<file path="config.mk">
export PLATFORM = sky130hd
export DESIGN_NAME = exp_arbiter
export DESIGN_NICKNAME = d
export VERILOG_FILES = /design/src/rtl/exp_arb_pkg.sv /design/src/rtl/exp_arbiter_rr.sv /design/src/rtl/exp_arbiter.sv
export SDC_FILE = /design/constraint.sdc
export NUM_CORES = 1
export LEC_CHECK = 0
export CORE_MARGIN = 3
export CORE_UTILIZATION = 40
export CTS_CLUSTER_SIZE = 30
export DETAILED_ROUTE_END_ITERATION = 12
export DONT_BUFFER_PORTS = 1
export GPL_TIMING_DRIVEN = 1
export PLACE_DENSITY_LB_ADDON = 0.3
export SLEW_MARGIN = 20
export SYNTH_ARGS = -nofsm -noshare
export SYNTH_HDL_FRONTEND = slang
export SYNTH_HIERARCHICAL = 1
export SYNTH_SLANG_ARGS = --single-unit
export TNS_END_PERCENT = 1
</file>
<file path="constraint.sdc">
create_clock -name clk -period 6.5 [get_ports clk]
set_clock_uncertainty 0.05 [all_clocks]
set_input_delay 0.65 -clock clk [delete_from_list [all_inputs] [get_ports clk]]
set_output_delay 0.65 -clock clk [all_outputs]
set_load 0.05 [all_outputs]
</file>
<file path="src/rtl/exp_arb_pkg.sv">
// Shared definitions for the exp engine arbiter: FSM encoding, default
// parameter values and the bf16 constants used around the engine.
package exp_arb_pkg;

  localparam int unsigned DEF_NUM_REQ      = 4;
  localparam int unsigned DEF_FP_WIDTH     = 16;
  localparam int unsigned DEF_FP_EXP_WIDTH = 8;
  localparam int unsigned DEF_FP_MAN_WIDTH = 7;
  localparam int unsigned DEF_TIMEOUT      = 64;

  localparam logic [15:0] ONE  = 16'h3F80;
  localparam logic [15:0] ZERO = 16'h0000;

  typedef enum logic [1:0] {
    ST_IDLE  = 2'd0,
    ST_ISSUE = 2'd1,
    ST_WAIT  = 2'd2,
    ST_RESP  = 2'd3
  } arb_state_e;

endpackage

</file>
<file path="src/rtl/exp_arbiter_rr.sv">
// Combinational round-robin picker: first asserted request at or above
// ptr_i, wrapping around to index 0.
module rr_arbiter #(
  parameter int unsigned N = 4
) (
  input  logic [N-1:0]         req_i,
  input  logic [$clog2(N)-1:0] ptr_i,
  output logic [N-1:0]         grant_o,
  output logic [$clog2(N)-1:0] idx_o,
  output logic                 any_o
);

  localparam int unsigned IW = $clog2(N);

  int unsigned   cand;
  logic [IW-1:0] c;
  logic          found;

  always_comb begin
    grant_o = '0;
    idx_o   = '0;
    found   = 1'b0;
    cand    = 0;
    c       = '0;
    for (int unsigned k = 0; k < N; k++) begin
      cand = 32'(ptr_i) + k;
      if (cand >= N) cand = cand - N;
      c = IW'(cand);
      if (!found && req_i[c]) begin
        found      = 1'b1;
        grant_o[c] = 1'b1;
        idx_o      = c;
      end
    end
  end

  assign any_o = |req_i;

endmodule

</file>
<file path="src/rtl/exp_arbiter.sv">
// Shares one exp engine among NUM_REQ requesters, one operation in flight,
// with round-robin fairness and a sticky WAIT timeout.
module exp_arbiter
  import exp_arb_pkg::*;
#(
  parameter int unsigned NUM_REQ      = DEF_NUM_REQ,
  parameter int unsigned FP_WIDTH     = DEF_FP_WIDTH,
  parameter int unsigned FP_EXP_WIDTH = DEF_FP_EXP_WIDTH,
  parameter int unsigned FP_MAN_WIDTH = DEF_FP_MAN_WIDTH,
  parameter int unsigned TIMEOUT      = DEF_TIMEOUT
) (
  input  logic                         clk,
  input  logic                         reset_n,
  input  logic [NUM_REQ*FP_WIDTH-1:0]  req_data,
  input  logic [NUM_REQ-1:0]           req_valid,
  output logic [NUM_REQ-1:0]           req_ready,
  output logic [FP_WIDTH-1:0]          rsp_data,
  output logic [NUM_REQ-1:0]           rsp_valid,
  input  logic [NUM_REQ-1:0]           rsp_ready,
  output logic [FP_WIDTH-1:0]          eng_in_data,
  output logic                         eng_in_valid,
  input  logic                         eng_in_ready,
  input  logic [FP_WIDTH-1:0]          eng_out_data,
  input  logic                         eng_out_valid,
  output logic                         eng_out_ready,
  output logic                         busy,
  output logic [$clog2(NUM_REQ)-1:0]   grant_id,
  output logic                         timeout_err
);

  localparam int unsigned IW = $clog2(NUM_REQ);
  localparam int unsigned CW = $clog2(TIMEOUT + 1);

  if (1 + FP_EXP_WIDTH + FP_MAN_WIDTH != FP_WIDTH) begin : g_fp_format_check
    $error("exp_arbiter: FP_WIDTH must equal 1 + FP_EXP_WIDTH + FP_MAN_WIDTH");
  end

  arb_state_e           state_q;
  logic [IW-1:0]        rr_ptr_q;
  logic [IW-1:0]        id_q;
  logic [FP_WIDTH-1:0]  op_q;
  logic [FP_WIDTH-1:0]  res_q;
  logic [CW-1:0]        wait_cnt_q;
  logic                 err_q;
  logic                 busy_q;
  logic                 in_valid_q;
  logic                 out_ready_q;
  logic [NUM_REQ-1:0]   rsp_valid_q;

  logic [NUM_REQ-1:0]   win_onehot;
  logic [IW-1:0]        win_idx;
  logic                 any_req;

  rr_arbiter #(.N(NUM_REQ)) u_rr (
    .req_i   (req_valid),
    .ptr_i   (rr_ptr_q),
    .grant_o (win_onehot),
    .idx_o   (win_idx),
    .any_o   (any_req)
  );

  always_ff @(posedge clk or negedge reset_n) begin
    if (!reset_n) begin
      state_q     <= ST_IDLE;
      rr_ptr_q    <= '0;
      id_q        <= '0;
      op_q        <= '0;
      res_q       <= '0;
      wait_cnt_q  <= '0;
      err_q       <= 1'b0;
      busy_q      <= 1'b0;
      in_valid_q  <= 1'b0;
      out_ready_q <= 1'b0;
      rsp_valid_q <= '0;
    end else begin
      unique case (state_q)
        ST_IDLE: begin
          if (any_req) begin
            op_q       <= req_data[win_idx*FP_WIDTH +: FP_WIDTH];
            id_q       <= win_idx;
            busy_q     <= 1'b1;
            in_valid_q <= 1'b1;
            state_q    <= ST_ISSUE;
          end
        end
        ST_ISSUE: begin
          if (eng_in_ready) begin
            in_valid_q  <= 1'b0;
            out_ready_q <= 1'b1;
            wait_cnt_q  <= '0;
            state_q     <= ST_WAIT;
          end
        end
        ST_WAIT: begin
          // A real engine result wins over a timeout landing in the same cycle.
          if (eng_out_valid || wait_cnt_q == CW'(TIMEOUT - 1)) begin
            res_q       <= eng_out_valid ? eng_out_data : '0;
            err_q       <= err_q | ~eng_out_valid;
            out_ready_q <= 1'b0;
            rsp_valid_q <= NUM_REQ'(1) << id_q;
            state_q     <= ST_RESP;
          end else begin
            wait_cnt_q <= wait_cnt_q + 1'b1;
          end
        end
        ST_RESP: begin
          if (rsp_ready[id_q]) begin
            rr_ptr_q    <= (id_q == IW'(NUM_REQ - 1)) ? '0 : id_q + 1'b1;
            busy_q      <= 1'b0;
            rsp_valid_q <= '0;
            state_q     <= ST_IDLE;
          end
        end
        default: state_q <= ST_IDLE;
      endcase
    end
  end

  // Acceptance is combinational, so it is also masked while reset is held.
  assign req_ready     = (state_q == ST_IDLE && reset_n) ? win_onehot : '0;
  assign rsp_valid     = rsp_valid_q;
  assign rsp_data      = (state_q == ST_RESP) ? res_q : '0;
  assign eng_in_data   = op_q;
  assign eng_in_valid  = in_valid_q;
  assign eng_out_ready = out_ready_q;
  assign busy          = busy_q;
  assign grant_id      = id_q;
  assign timeout_err   = err_q;

endmodule

</file>
==> results of run 1 <==
[registers in the layout, summed over array words and instances, names as in the netlist]
name / cells
busy: 1
eng_in_data: 16
eng_in_valid: 1
eng_out_ready: 1
grant_id: 2
res_q: 16
rr_ptr_q: 2
rsp_valid: 4
state_q: 2
timeout_err: 1
wait_cnt_q: 7
[cell usage after synthesis, drive strengths merged, types with 2 or more instances]
library cell | count | share of area
dfrtp | 53 | 0.40
mux2 | 21 | 0.072
mux4 | 21 | 0.14
a22o | 18 | 0.048
and2 | 16 | 0.030
nand2 | 15 | 0.018
ha | 14 | 0.053
a22oi | 12 | 0.027
inv | 11 | 0.013
o21ai | 11 | 0.017
buf | 9 | 0.017
nor2 | 9 | 0.011
clkbuf | 6 | 0.0072
and3 | 5 | 0.0095
o2bb2ai | 5 | 0.013
a21o | 4 | 0.0095
nand2b | 4 | 0.0076
nand3 | 4 | 0.0076
nor2b | 4 | 0.0076
a21oi | 3 | 0.0045
mux2i | 3 | 0.0091
nor3 | 3 | 0.0045
a211o | 2 | 0.0053
nor4 | 2 | 0.0038
nor4b | 2 | 0.0098
o21a | 2 | 0.0045
o31ai | 2 | 0.0045
or4 | 2 | 0.0045
[placed cells by master (no fill, tap or decap), types with 2 or more instances in the layout]
cell,n
sky130_fd_sc_hd__a211o_1,2
sky130_fd_sc_hd__a21o_1,3
sky130_fd_sc_hd__a21oi_1,3
sky130_fd_sc_hd__a22o_1,18
sky130_fd_sc_hd__a22oi_1,12
sky130_fd_sc_hd__and2_1,16
sky130_fd_sc_hd__and3_1,5
sky130_fd_sc_hd__buf_4,2
sky130_fd_sc_hd__bufinv_16,2
sky130_fd_sc_hd__clkbuf_8,5
sky130_fd_sc_hd__dfrtp_1,53
sky130_fd_sc_hd__ha_1,14
sky130_fd_sc_hd__inv_1,11
sky130_fd_sc_hd__mux2_2,21
sky130_fd_sc_hd__mux2i_1,3
sky130_fd_sc_hd__mux4_2,20
sky130_fd_sc_hd__nand2_1,14
sky130_fd_sc_hd__nand2b_1,4
sky130_fd_sc_hd__nand3_1,3
sky130_fd_sc_hd__nor2_1,8
sky130_fd_sc_hd__nor2b_1,4
sky130_fd_sc_hd__nor3_1,3
sky130_fd_sc_hd__nor4_1,2
sky130_fd_sc_hd__o21a_1,2
sky130_fd_sc_hd__o21ai_0,9
sky130_fd_sc_hd__o21ai_1,2
sky130_fd_sc_hd__o2bb2ai_1,5
sky130_fd_sc_hd__or4_1,2
[path summary, 6_finish.rpt]
path | startpoint | end | slack (ns) | depth (start not counted)
max reg2reg | rr_ptr_q[0] | eng_in_data[14] | 2.69 | 7
max | rr_ptr_q[0] | req_ready[2] | 2.62 | 7
min | reset_n | res_q[15] | 0.14 | 1
min in group clk | eng_out_data[2] | res_q[2] | 0.42 | 1
min reg2reg | res_q[4] | res_q[4] | 0.45 | 1
max in group asynchronous | reset_n | wait_cnt_q[4] | 6.03 | 1
[metal layers]
layer  wire [um]  part of all wire
met1        3040              0.39
met2        4070              0.52
met3         561             0.072
met4          97             0.012
met5           0                 0
[cells by family after synthesis]
group                      Yosys count  share of synthesized area
AOI/OAI and AO/OA                   65                      0.159
muxes                               45                      0.225
and+or+nand+nor                     70                      0.125
DFF                                 53                      0.402
adders and majority gates           14                     0.0530
buffers and inverters               26                     0.0367
[final cells by class]
type / count / area share
multi-input combinational: 194 / 0.528
sequential: 53 / 0.375
tap: 102 / 0.0360
clock buffer: 5 / 0.0194
clock inverter: 3 / 0.0184
timing repair buffer: 3 / 0.0120
inverter: 11 / 0.0117
[per-stage QoR]
stage	cell area (um2)	std cells	total power [mW]	hold WS (ns)	worst slack, ns
after floorplan	3300	273	1.86	0.304	3.22
after global placement	3380	362	2.03	0.306	2.81
after detailed placement	3380	362	2.06	0.305	2.66
after CTS	3540	371	2.34	0.149	2.61
after global routing	3540	371	2.47	0.141	2.38
final	3540	371	2.30	0.139	2.62
[worst register-to-register path, delay by kind of cell (launching register included)]
family	cells	cell delay (ns)
AO/OA/AOI/OAI	1	0.77
adder cells (fa/ha/maj)	1	0.40
buffers and inverters	1	0.15
flip-flops	1	0.76
multiplexers	3	1.14
AND/OR/NAND/NOR	1	0.43
[where the power goes]
part | switching (mW) | internal, mW
Sequential | 0.419 | 0.478
Combinational | 0.602 | 0.542
Clock | 0.110 | 0.153
Total | 1.13 | 1.17
==> out/qor.txt, run 1 <==
=================================================================================================
Startpoint class of the critical path                                                   flip-flop
Number of global-route vias before repair                                                    2318
Global Route met2 Usage                                                                     0.288
Area taken by flip-flops and latches                                                     1330 um2
Most used DFF post-synth                                                             sky130_fd_sc_hd__dfrtp_1
Hold bufs inserted after CTS                                                                    1
Leak pwr                                                                                  1.50 nW
Synth-to-layout area growth                                                                 7.20%
Overall fraction of global-route tracks in use                                              0.167
Final critical-path share of the clock period                                               0.597
Met3 usage in global routing                                                               0.0505
Mapped Cells                                                                                  273
Remaining antenna violation count after routing                                                 0
Height of the die                                                                         96.9 um
Fraction of registers with async set/reset                                                   1.00
Antenna violations before repair                                                                0
Final Net Count                                                                               374
Global-route wire length before repair                                                   12700 um
M1 GR Usage                                                                                 0.205
Number of enable-type register cells in the synthesized netlist                                 0
CTS-repair resized insts                                                                        0
Share of cells above drive strength 1                                                       0.227
Cell family with most CP delay                                                       simple AND/OR/NAND/NOR gates
Setup-violating endpoint count in the final report                                              0
Port bufs                                                                                       0
Number of filler instances in the final layout                                                728
Max-cap violations                                                                              0
Half-perimeter wire length of the detailed placement result                               5850 um
Worst slew margin relative to its limit                                                     0.429
Number of H-tree branching levels                                                               2
Delay of the slowest critical-path stage                                                  0.76 ns
Die ar.                                                                                  9380 um2
Horizontal die dimension                                                                  96.9 um
Aggregate routed wire length                                                              7770 um
Final RePlAce weighted congestion                                                           0.853
Number of nets produced by synthesis                                                          379
Pwr per Cell Area                                                                      650 nW/um2
Clk Tree Root Cell                                                                   sky130_fd_sc_hd__clkbuf_8
Critical path capture point type                                                     primary output
Final setup TNS                                                                              0 ns
Clock insertion delay at the later pin of the skew report                                 0.30 ns
Max IR drop VDD                                                                        0.000162 V
Arrival time worst endpoint                                                               3.18 ns
Total buffers and inverters traversed by the critical path                                      1
Number of distinct library cell variants in the gate-level netlist after synthesis             48
Final Hold Vio Count                                                                            0
Crit path kind                                                                       flip-flop to primary output
Via-per-instance ratio                                                                       6.04
Wire per inst                                                                             21.0 um
Number of placement rows                                                                       32
Average footprint of a synthesized cell                                                  12.1 um2
Final core utilization                                                                      0.449
Area of the mapped netlist                                                               3300 um2
# IOs                                                                                         138
Remaining global-route overflow                                                                 0
Yosys reg bits                                                                                 53
Residual DRC                                                                                    0
Unrepaired setup endpoints after global routing                                                no
Cells along the critical path                                                        inv_1 > ha_1 > mux4_2 > nor4b_4 > a22oi_1 > o21ai_0 > and3_1
TritonCTS clock tree                                                                        built
Reg clk slew, reported paths                                                              0.10 ns
Detailed-routing iteration count for the pre-antenna-repair pass                                5
CTS Buf Count                                                                                   5
Minimum clock period                                                                      3.88 ns
Fmax achieved                                                                           0.257 GHz
Multi-input logic area                                                                   1870 um2
Status                                                                                  completed
Detailed-route via count                                                                     2239
Starting utilization of the core area                                                       0.419
Worst slew pin tran                                                                      0.857 ns
Number of buffers between clock root and the deepest sink                                       2
Count of routing violations after the opening detailed-route iteration                        101
Largest net degree at the start of global routing                                              54
Required time reported for the critical path endpoint                                     5.80 ns
Antenna diode count                                                                             0
Clk sink count                                                                                 53
Core Box Area                                                                            7890 um2
Count of buffers added by post-CTS timing repair for setup                                      0
Global route hottest layer                                                                   met2
Highest net fanout along the worst path                                                        16
Fraction of the yosys area taken by sequential cells                                        0.402
Library cell contributing the largest single delay on the critical path              sky130_fd_sc_hd__dfrtp_1
Hold WC Path Type                                                                    primary input to asynchronous set/reset pin
Number of synthesis warnings                                                                    6
Final Max Slew Viols                                                                            0
=================================================================================================
Note: power is estimated with default switching activity, not from simulation.
==> run 2, diff against run 1 <==
==> constraint.sdc (replaced) <==
create_clock -name clk -period 3.55 [get_ports clk]
set_clock_uncertainty 0.05 [all_clocks]
set_input_delay 0.355 -clock clk [delete_from_list [all_inputs] [get_ports clk]]
set_output_delay 0.355 -clock clk [all_outputs]
set_load 0.05 [all_outputs]
==> run 2 against run 1 <==
  * Wire length rose by 1.5%
  * Sequential share of layout area decreased by 0.66 points
  * Clock power is 63% higher
  * Largest cell class unchanged
  * Largest power group unchanged
==> out/qor.txt, run 2 (synthesis gave the netlist of run 1 again) <==
=====================================================================================
Minimum clock period                                                          3.26 ns
Half-perimeter wire length of the detailed placement result                   5890 um
Synth-to-layout area growth                                                     9.13%
Crit path kind                                                           flip-flop to flip-flop
Wire per inst                                                                 20.8 um
Setup-violating endpoint count in the final report                                  0
Pwr per Cell Area                                                         1190 nW/um2
Hold WC Path Type                                                        primary input to flip-flop
Critical path capture point type                                            flip-flop
Share of cells above drive strength 1                                           0.248
Via-per-instance ratio                                                           5.96
Power after layout                                                            4.27 mW
Core Box Area                                                                7890 um2
Count of routing violations after the opening detailed-route iteration             65
Highest net fanout along the worst path                                             9
Starting utilization of the core area                                           0.419
Final core utilization                                                          0.457
Largest net degree at the start of global routing                                  54
Number of buffers between clock root and the deepest sink                           2
TritonCTS clock tree                                                            built
Post-Route M1 WL                                                              3160 um
Startpoint class of the critical path                                       flip-flop
Antenna diode count                                                                 0
Residual DRC                                                                        0
Number of global-route vias before repair                                        2378
Cells after DPL                                                                   369
Final RePlAce weighted congestion                                               0.833
Clock insertion delay at the later pin of the skew report                     0.30 ns
Arrival time worst endpoint                                                   3.41 ns
Status                                                                      completed
Hold bufs inserted after CTS                                                        2
Count of buffers added by post-CTS timing repair for setup                          0
Global-route wire length before repair                                       12900 um
Remaining antenna violation count after routing                                     0
Clk Tree Root Cell                                                       sky130_fd_sc_hd__clkbuf_8
Met3 Routed Length                                                             542 um
Number of placement rows                                                           32
Antenna violations before repair                                                    0
Number of cells in the finished layout apart from fillers                         380
Leak pwr                                                                      1.54 nW
CTS-repair resized insts                                                            0
Aggregate routed wire length                                                  7890 um
Remaining global-route overflow                                                     0
Horizontal die dimension                                                      96.9 um
Required time reported for the critical path endpoint                         3.69 ns
Multi-input logic area                                                       1870 um2
Fmax achieved                                                               0.307 GHz
CTS Buf Count                                                                       5
Number of filler instances in the final layout                                    727
Final Hold Vio Count                                                                0
Detailed-routing iteration count for the pre-antenna-repair pass                    4
Final Net Count                                                                   383
Most frequent standard cell in the layout excluding fill and tap cells   sky130_fd_sc_hd__dfrtp_1
Max-cap violations                                                                  0
Commonest non-fill, non-tap cells in the layout                          sky130_fd_sc_hd__dfrtp_1, sky130_fd_sc_hd__mux2_2, sky130_fd_sc_hd__mux4_2
Detailed-route via count                                                         2264
# IOs                                                                             138
Worst slew pin tran                                                          0.904 ns
Die ar.                                                                      9380 um2
Final setup TNS                                                                  0 ns
Met2 WL                                                                       4060 um
Overall fraction of global-route tracks in use                                  0.169
Port bufs                                                                           0
Worst slew margin relative to its limit                                         0.396
Final Max Slew Viols                                                                0
Placement-stage cell area                                                    3430 um2
Highest metal layer with signal wires                                            met4
Number of H-tree branching levels                                                   2
Area taken by flip-flops and latches                                         1330 um2
Max IR drop VDD                                                            0.000355 V
Clk sink count                                                                     53
Reg clk slew, reported paths                                                  0.10 ns
Height of the die                                                             96.9 um
Final critical-path share of the clock period                                   0.919
Cell area after layout                                                       3600 um2
Unrepaired setup endpoints after global routing                                    no
=====================================================================================
[run 2: layer usage]
metal	up-vias	global-route usage
met2	93	0.292
met1	1115	0.203
met5	-	0
li1	1043	-
met3	13	0.0534
met4	0	0.0464
[run 2: path summary, 6_finish.rpt]
kind / slack [ns] / depth (start not counted) / to / from
worst max-delay path: 0.29 / 10 / eng_in_data[14] / rr_ptr_q[1]
worst min-delay path: 0.13 / 1 / res_q[5] / eng_out_data[5]
worst min register to register: 0.46 / 1 / res_q[7] / res_q[7]
worst max register to register: 0.29 / 10 / eng_in_data[14] / rr_ptr_q[1]
min in group asynchronous: 0.53 / 2 / res_q[2] / reset_n
max in group asynchronous: 2.68 / 2 / rsp_valid[0] / reset_n
[run 2: where the power goes]
part	internal [mW]	switching (mW)	total [mW]
clock network	0.230	0.200	0.430
registers	0.875	0.718	1.59
logic	1.08	1.17	2.25
[run 2: layout make-up]
type / instances / area share
Multi-Input combinational cell: 194 / 0.519
Sequential cell: 53 / 0.368
Tap cell: 102 / 0.0354
Timing Repair Buffer: 12 / 0.0333
Clock buffer: 6 / 0.0229
Inverter: 11 / 0.0115
Clock inverter: 2 / 0.0104
[run 2: critical path: stages (launching register included)]
cell,delay [ns]
sky130_fd_sc_hd__dfrtp_1,0.37
sky130_fd_sc_hd__inv_1,0.08
sky130_fd_sc_hd__ha_1,0.37
sky130_fd_sc_hd__mux4_2,0.44
sky130_fd_sc_hd__nor2b_1,0.31
sky130_fd_sc_hd__o21ai_0,0.20
sky130_fd_sc_hd__o31ai_4,0.19
sky130_fd_sc_hd__buf_8,0.23
sky130_fd_sc_hd__buf_4,0.16
sky130_fd_sc_hd__mux4_2,0.49
sky130_fd_sc_hd__mux2_2,0.27
[run 2: stage by stage]
| stage | hold slack [ns] | setup WS (ns) |
|---|---|---|
| after global routing | 0.117 | 0.0830 |
| after detailed placement | 0.0107 | 0.112 |
| after global placement | 0.0106 | 0.164 |
| after floorplan | 0.00941 | 0.272 |
| final | 0.129 | 0.289 |
| after CTS | 0.119 | 0.101 |
